<file path="src/rtl/riscv_defines.sv">
// Shared widths, load/store type encodings and LSU FSM state type.
// Latency: n/a (definitions only).
// Backpressure: n/a (definitions only).
package riscv_defines;

    localparam int WORD_WIDTH       = 32;
    localparam int LOAD_TYPE_WIDTH  = 3;
    localparam int STORE_TYPE_WIDTH = 2;

    localparam logic [2:0] LD_NONE = 3'b000;
    localparam logic [2:0] LD_LB   = 3'b001;
    localparam logic [2:0] LD_LH   = 3'b010;
    localparam logic [2:0] LD_LW   = 3'b011;
    localparam logic [2:0] LD_LBU  = 3'b101;
    localparam logic [2:0] LD_LHU  = 3'b110;

    localparam logic [1:0] ST_NONE = 2'b00;
    localparam logic [1:0] ST_SB   = 2'b01;
    localparam logic [1:0] ST_SH   = 2'b10;
    localparam logic [1:0] ST_SW   = 2'b11;

    typedef enum logic [1:0] {
        LSU_IDLE        = 2'b00,
        LSU_REQ         = 2'b01,
        LSU_WAIT_RVALID = 2'b10
    } lsu_state_t;

endpackage

</file>
<file path="src/rtl/lsu_load_align.sv">
// Extracts the addressed byte/half/word from a read word and sign/zero-extends it.
// Latency: purely combinational.
// Backpressure: none.
module lsu_load_align
    import riscv_defines::*;
(
    input  logic [31:0] rdata,
    input  logic [1:0]  offset,
    input  logic [2:0]  load_type,
    output logic [31:0] data
);

    logic [31:0] shifted;

    assign shifted = rdata >> {offset, 3'b000};

    // Select width and extension from the load type.
    always_comb begin
        data = shifted;
        case (load_type)
            LD_LB:   data = {{24{shifted[7]}}, shifted[7:0]};
            LD_LH:   data = {{16{shifted[15]}}, shifted[15:0]};
            LD_LBU:  data = {24'h000000, shifted[7:0]};
            LD_LHU:  data = {16'h0000, shifted[15:0]};
            default: data = shifted;
        endcase
    end

endmodule

</file>
<file path="src/rtl/load_store_unit.sv">
// Write-back stage load/store unit: OBI req/gnt/rvalid handshake, byte lanes, load alignment.
// Latency: non-memory ops same cycle; memory ops 1 accept cycle + REQ until gnt + wait until rvalid.
// Backpressure: stall_o holds the pipeline while a transaction is outstanding; one transaction at a time.
module load_store_unit
    import riscv_defines::*;
#(
    parameter int WORD_WIDTH       = 32,
    parameter int LOAD_TYPE_WIDTH  = 3,
    parameter int STORE_TYPE_WIDTH = 2
) (
    input  logic                        clk,
    input  logic                        rst_n,
    input  logic                        valid_i,
    input  logic [WORD_WIDTH-1:0]       ex_data_i,
    input  logic [WORD_WIDTH-1:0]       store_data_i,
    input  logic [LOAD_TYPE_WIDTH-1:0]  load_type_i,
    input  logic [STORE_TYPE_WIDTH-1:0] store_type_i,
    input  logic                        write_en_i,
    output logic                        data_req_o,
    output logic [WORD_WIDTH-1:0]       data_addr_o,
    output logic                        data_we_o,
    output logic [3:0]                  data_be_o,
    output logic [WORD_WIDTH-1:0]       data_wdata_o,
    input  logic [WORD_WIDTH-1:0]       data_rdata_i,
    input  logic                        data_rvalid_i,
    input  logic                        data_gnt_i,
    output logic [WORD_WIDTH-1:0]       writeback_data_o,
    output logic                        writeback_valid_o,
    output logic                        stall_o,
    output logic                        misaligned_o
);

    lsu_state_t                 state_q, state_d;
    logic [LOAD_TYPE_WIDTH-1:0] ld_type_q;
    logic [1:0]                 offset_q;
    logic                       wen_q;

    logic                  is_load, is_store, mem_op, misaligned, accept;
    logic [1:0]            size;
    logic [1:0]            offset;
    logic [3:0]            be_new;
    logic [WORD_WIDTH-1:0] wdata_new;
    logic [WORD_WIDTH-1:0] load_data;
    logic                  stall_raw, wb_valid_raw;

    // Load wins when both type fields are set; size code 01 byte, 10 half, else word.
    assign is_load  = (load_type_i != LD_NONE);
    assign is_store = (store_type_i != ST_NONE);
    assign mem_op   = valid_i & (is_load | is_store);
    assign size     = is_load ? load_type_i[1:0] : store_type_i;
    assign offset   = ex_data_i[1:0];
    assign accept   = (state_q == LSU_IDLE) & mem_op & ~misaligned;

    // Alignment check, byte enables and replicated store data for the incoming op.
    always_comb begin
        misaligned = 1'b0;
        be_new     = 4'b1111;
        wdata_new  = store_data_i;
        case (size)
            2'b01: begin
                be_new    = 4'b0001 << offset;
                wdata_new = {4{store_data_i[7:0]}};
            end
            2'b10: begin
                misaligned = offset[0];
                be_new     = offset[1] ? 4'b1100 : 4'b0011;
                wdata_new  = {2{store_data_i[15:0]}};
            end
            default: begin
                misaligned = (offset != 2'b00);
            end
        endcase
    end

    lsu_load_align u_load_align (
        .rdata     (data_rdata_i),
        .offset    (offset_q),
        .load_type (ld_type_q),
        .data      (load_data)
    );

    // Next-state logic; gnt and rvalid are only honoured in their own states.
    always_comb begin
        state_d = state_q;
        case (state_q)
            LSU_IDLE:        if (accept)        state_d = LSU_REQ;
            LSU_REQ:         if (data_gnt_i)    state_d = LSU_WAIT_RVALID;
            LSU_WAIT_RVALID: if (data_rvalid_i) state_d = LSU_IDLE;
            default:                            state_d = LSU_IDLE;
        endcase
    end

    // Stall, request and write-back muxing; stall drops in the rvalid cycle.
    always_comb begin
        data_req_o       = (state_q == LSU_REQ);
        stall_raw        = ((state_q != LSU_IDLE) &
                            ~((state_q == LSU_WAIT_RVALID) & data_rvalid_i)) | accept;
        writeback_data_o = ex_data_i;
        wb_valid_raw     = 1'b0;
        if ((state_q == LSU_IDLE) & ~mem_op) begin
            wb_valid_raw = valid_i & write_en_i;
        end else if ((state_q == LSU_WAIT_RVALID) & data_rvalid_i & (ld_type_q != LD_NONE)) begin
            writeback_data_o = load_data;
            wb_valid_raw     = wen_q;
        end
        stall_o           = rst_n & stall_raw;
        writeback_valid_o = rst_n & wb_valid_raw;
    end

    // State, captured request fields and the misaligned pulse.
    always_ff @(posedge clk) begin
        if (!rst_n) begin
            state_q      <= LSU_IDLE;
            data_addr_o  <= '0;
            data_we_o    <= 1'b0;
            data_be_o    <= 4'b0000;
            data_wdata_o <= '0;
            ld_type_q    <= LD_NONE;
            offset_q     <= 2'b00;
            wen_q        <= 1'b0;
            misaligned_o <= 1'b0;
        end else begin
            state_q      <= state_d;
            misaligned_o <= (state_q == LSU_IDLE) & mem_op & misaligned;
            if (accept) begin
                data_addr_o  <= {ex_data_i[WORD_WIDTH-1:2], 2'b00};
                data_we_o    <= ~is_load;
                data_be_o    <= be_new;
                data_wdata_o <= wdata_new;
                ld_type_q    <= is_load ? load_type_i : LD_NONE;
                offset_q     <= offset;
                wen_q        <= write_en_i;
            end
        end
    end

endmodule

</file>
<file path="config.mk">
export PLATFORM = sky130hd
export DESIGN_NAME = load_store_unit
export DESIGN_NICKNAME = d
export VERILOG_FILES = /design/src/rtl/riscv_defines.sv /design/src/rtl/lsu_load_align.sv /design/src/rtl/load_store_unit.sv
export SDC_FILE = /design/constraint.sdc
export NUM_CORES = 1
export LEC_CHECK = 0
export CAP_MARGIN = 20
export CORE_MARGIN = 4
export CORE_UTILIZATION = 30
export DETAILED_ROUTE_END_ITERATION = 10
export PLACE_DENSITY_LB_ADDON = 0.12
export SYNTH_ARGS = -nofsm -noshare
export SYNTH_HDL_FRONTEND = slang
export SYNTH_SLANG_ARGS = --single-unit
</file>
<file path="constraint.sdc">
create_clock -name clk -period 7.66 [get_ports clk]
set_input_delay 1.532 -clock clk [delete_from_list [all_inputs] [get_ports clk]]
set_output_delay 1.532 -clock clk [all_outputs]
set_load 0.01 [all_outputs]
</file>
==> impl_summary.log <==
[metrics] Yosys top cell by area: dfxtp_1
[metrics] largest voltage drop on the vdd net: around 0.00011 V
[metrics] register bit total from synthesis: between 70 and 80
[metrics] Period Utilization, post-route: 0.846
[metrics] clock tree from TritonCTS: yes
[metrics] die area: around 0.017 mm^2
[metrics] setup TNS: 0 ns
[metrics] initial antenna violation count: 0
[metrics] library cell with the highest instance count after synthesis: nand2_1
[metrics] Netlist Area Pre-Place: 0.00440 mm^2
[metrics] Routability Congestion: 0.868
[metrics] maximum number of buffers from clock root to sink: 2
[metrics] # IOs: about 210
[metrics] highest metal used: met4
[metrics] number of cells upsized or downsized after cts: 0
[metrics] cell at the slowest stage of the critical path: o21ai_4
[metrics] maximum number of pins on one net before global-route repair: between 70 and 80
[metrics] family with the most delay on the worst path: compound AO/OA/AOI/OAI gates
[metrics] post-DR wirelength/cell: about 19 um
[metrics] cell-internal power: slightly below 0.9 mW
[metrics] clock input transition at the sequential cells of the worst setup and hold paths: approximately 0.060 ns
[metrics] async set-or-reset flop fraction in the synthesized netlist: 0
[metrics] slew margin rel.: 0.236
[metrics] Pre-antenna DRT Iters: 6
[metrics] most common library cells after synthesis: nand2_1 (123), dfxtp_1 (76), o21ai_0 (56)
[metrics] Reg power frac: 0.362
[metrics] leakage component of the power: between 2 and 2.5 nW
[metrics] largest driver fanout on the critical path: 44
[metrics] ordered cell list for the critical path: clkdlybuf4s50_1 -> nor3b_1 -> nor2_1 -> ha_1 -> o21ai_4 -> and2_4 -> o31a_1 -> clkdlybuf4s50_1
[metrics] Critical path buffers and inverters: 2
[metrics] drt total wl: 17,300 um
[metrics] EDFF count, synth: 0
[metrics] post-layout net count: around 850
[metrics] number of buffers inserted during clock tree synthesis: 9
[metrics] buffers inserted by post-CTS timing repair: 0
[metrics] setup-violating endpoint count in the final report: 0
[metrics] grt total ovfl: 0
[metrics] Critical Path Start Type: input port
[metrics] Switching Fraction: 0.303
[metrics] endpoint kind of the worst setup timing path: output pin
[metrics] residual DRC count: 0
[metrics] clock network fraction of total power: 0.350
[metrics] yosys synthesis warning count: 0
[metrics] placement row count: 43
[metrics] M1 WL: 7360 um
[metrics] result of the run: finished, final reports clean
[metrics] number of antenna-violating nets in the routed design: 0
[metrics] H-tree depth: 3
[metrics] Combinational Power Share: 0.288
[metrics] vertical extent of the die: 129 um
[metrics] post-synth top area share: 0.346
[metrics] number of unique standard cell types used by synthesis: 43
[metrics] Final Hold Fails: 0
[metrics] delay contributed by the slowest stage of the critical path: 1.00 ns
[metrics] instance count of the mapped netlist: about 560
[metrics] register cell area after layout: between 0.0015 and 0.002 mm^2
[metrics] average vias per placed instance: around 5.2
[metrics] required time of the critical path: roughly 6.1 ns
[metrics] detailed-route via count: 4,791
[metrics] number of fill cells in the layout: between 1,000 and 1,500
[metrics] Iteration-0 DRC Markers: about 280
[metrics] global-route wire length before repair: about 26,000 um
[metrics] most used flip-flop cell after synthesis: dfxtp_1
[metrics] signal arrival time at the worst endpoint: between 4 and 5 ns
[metrics] min-delay worst type: flip-flop to flip-flop
[metrics] signed area change from the synthesized netlist to the final layout: 54.7%
[metrics] Tightest Pin Transition: 1.15 ns
[metrics] Buffers on Ports: roughly 210
[metrics] latest clock arrival within the worst-skew pair: between 0.3 and 0.4 ns
[metrics] routed length on met3: roughly 1100 um
[metrics] setup repair after global routing missed its margin: false
[metrics] Final Power: between 1 and 1.5 mW
[metrics] GRT Total Usage: 0.201
[metrics] cell area power density: about 180 mW/mm^2
[metrics] routed wl met2: approximately 8500 um
[metrics] max-slew violation total from the final report: 0
[metrics] reported net switching power: 0.378 mW
[metrics] count of max-cap constraint violations: 0
[metrics] fraction of layout cells with a size suffix above 1: 0.0556
[metrics] starting density of the core: 0.312
[metrics] count of hold-fix buffers inserted at cts: 0
[metrics] average instance area after synthesis: 7.80 um^2
[metrics] root buffer selected by CTS: clkbuf_16
[metrics] dominant cells by area after synthesis: dfxtp_1 (35%), mux2i_1 (11%), nand2_1 (10%), o21ai_0 (6.4%), clkbuf_1 (3.6%)
[metrics] half-perimeter wire length after placement: approximately 13,000 um
[metrics] Die X: 129 um
[metrics] Peak Freq: approximately 150 MHz
[metrics] crit path kind: input port to output pin
[metrics] number of global-route vias before repair: 4,784
[metrics] most prevalent standard cell on the critical path: clkdlybuf4s50_1
[metrics] final worst path period need: 6.48 ns
[metrics] post-route clock skew: between 0.006 and 0.007 ns
[metrics] Clock Sink Count: 76
[metrics] core area: roughly 0.014 mm^2
[metrics] area of the multi-input gates: around 0.0026 mm^2
[metrics] hold_ws: between 0.4 and 0.5 ns
[metrics] fraction of the yosys area taken by sequential cells: 0.346
==> cells by family after synthesis <==
family                     after synthesis  share of synthesized area
other                                    1                   0.000852
DFF                                     76                      0.346
muxes                                   56                      0.130
AOI/OAI and AO/OA                      161                      0.241
and+or+nand+nor                        197                      0.196
adders and majority gates                5                     0.0142
buffers and inverters                   68                     0.0725
==> metrics by stage <==
step	worst slack, ns	utilization	instance area, um^2	instances
3_3_place_gp	1.28	0.460	6490	901
6_report	1.18	0.483	6810	919
4_1_cts	1.19	0.482	6790	917
5_1_grt	0.857	0.483	6800	918
2_1_floorplan	3.09	-	4400	565
3_5_place_dp	1.20	0.460	6490	901
==> tightest hold or removal path, stage by stage (launching register included) <==
cell and delay [ns]:
dfxtp_1 0.30, nand2_1 0.05, o21ai_0 0.06
==> cell type report <==
cell class                 count  share of cell area
antenna                        1            0.000368
clock buffer                  11              0.0357
clock inverter                 5             0.00882
inverter                      11             0.00607
multi-input combinational    421               0.379
sequential                    76               0.224
tap                          180              0.0331
timing repair buffer         214               0.314
==> power groups by stage <==
stage	logic (mW)	clock network, mW	registers, mW
2_1_floorplan	0.170	0	0.466
3_3_place_gp	0.354	0	0.458
3_5_place_dp	0.358	0	0.458
4_1_cts	0.360	0.450	0.451
5_1_grt	0.390	0.466	0.455
6_report	0.359	0.437	0.451
==> metal layers <==
metal	vias to the layer above	global-route usage
li1	2366	-
met1	2244	0.255
met2	157	0.339
met3	24	0.0437
met4	0	0.0673
met5	-	0
==> path summary, 6_finish.rpt <==
check | startpoint | slack [ns] | to | cells past startpoint
setup / recovery | store_type_i[0] | 1.18 | stall_o | 8
hold / removal | data_wdata_o[18] | 0.46 | data_wdata_o[18] | 2
setup reg to reg | state_q[0] | 4.70 | data_wdata_o[14] | 6
hold reg to reg | data_wdata_o[18] | 0.46 | data_wdata_o[18] | 2
==> cells in the final DEF (no fill, tap or decap), types with 3 or more instances in the layout <==
cell type	n
ha_1	5
o31ai_2	3
a211oi_1	7
a21o_1	5
a221oi_1	8
nand2_1	123
mux2_2	8
a21oi_1	30
mux2i_1	48
a211oi_2	4
o311ai_0	8
buf_4	5
o21ai_1	5
o21ai_0	56
o2bb2ai_1	8
nand4_1	21
o2111ai_1	16
clkdlybuf4s50_1	208
nor2_1	30
nor3_1	3
inv_1	10
dfxtp_1	76
clkbuf_16	9
nor2b_1	9
==> state kept, by name (all words and copies together) (netlist names) <==
name	count
wen_q	1
data_wdata_o	32
state_q	2
misaligned_o	1
ld_type_q	3
data_addr_o	30
offset_q	2
data_be_o	4
data_we_o	1
No activity file was read; power rests on OpenSTA's default activity.
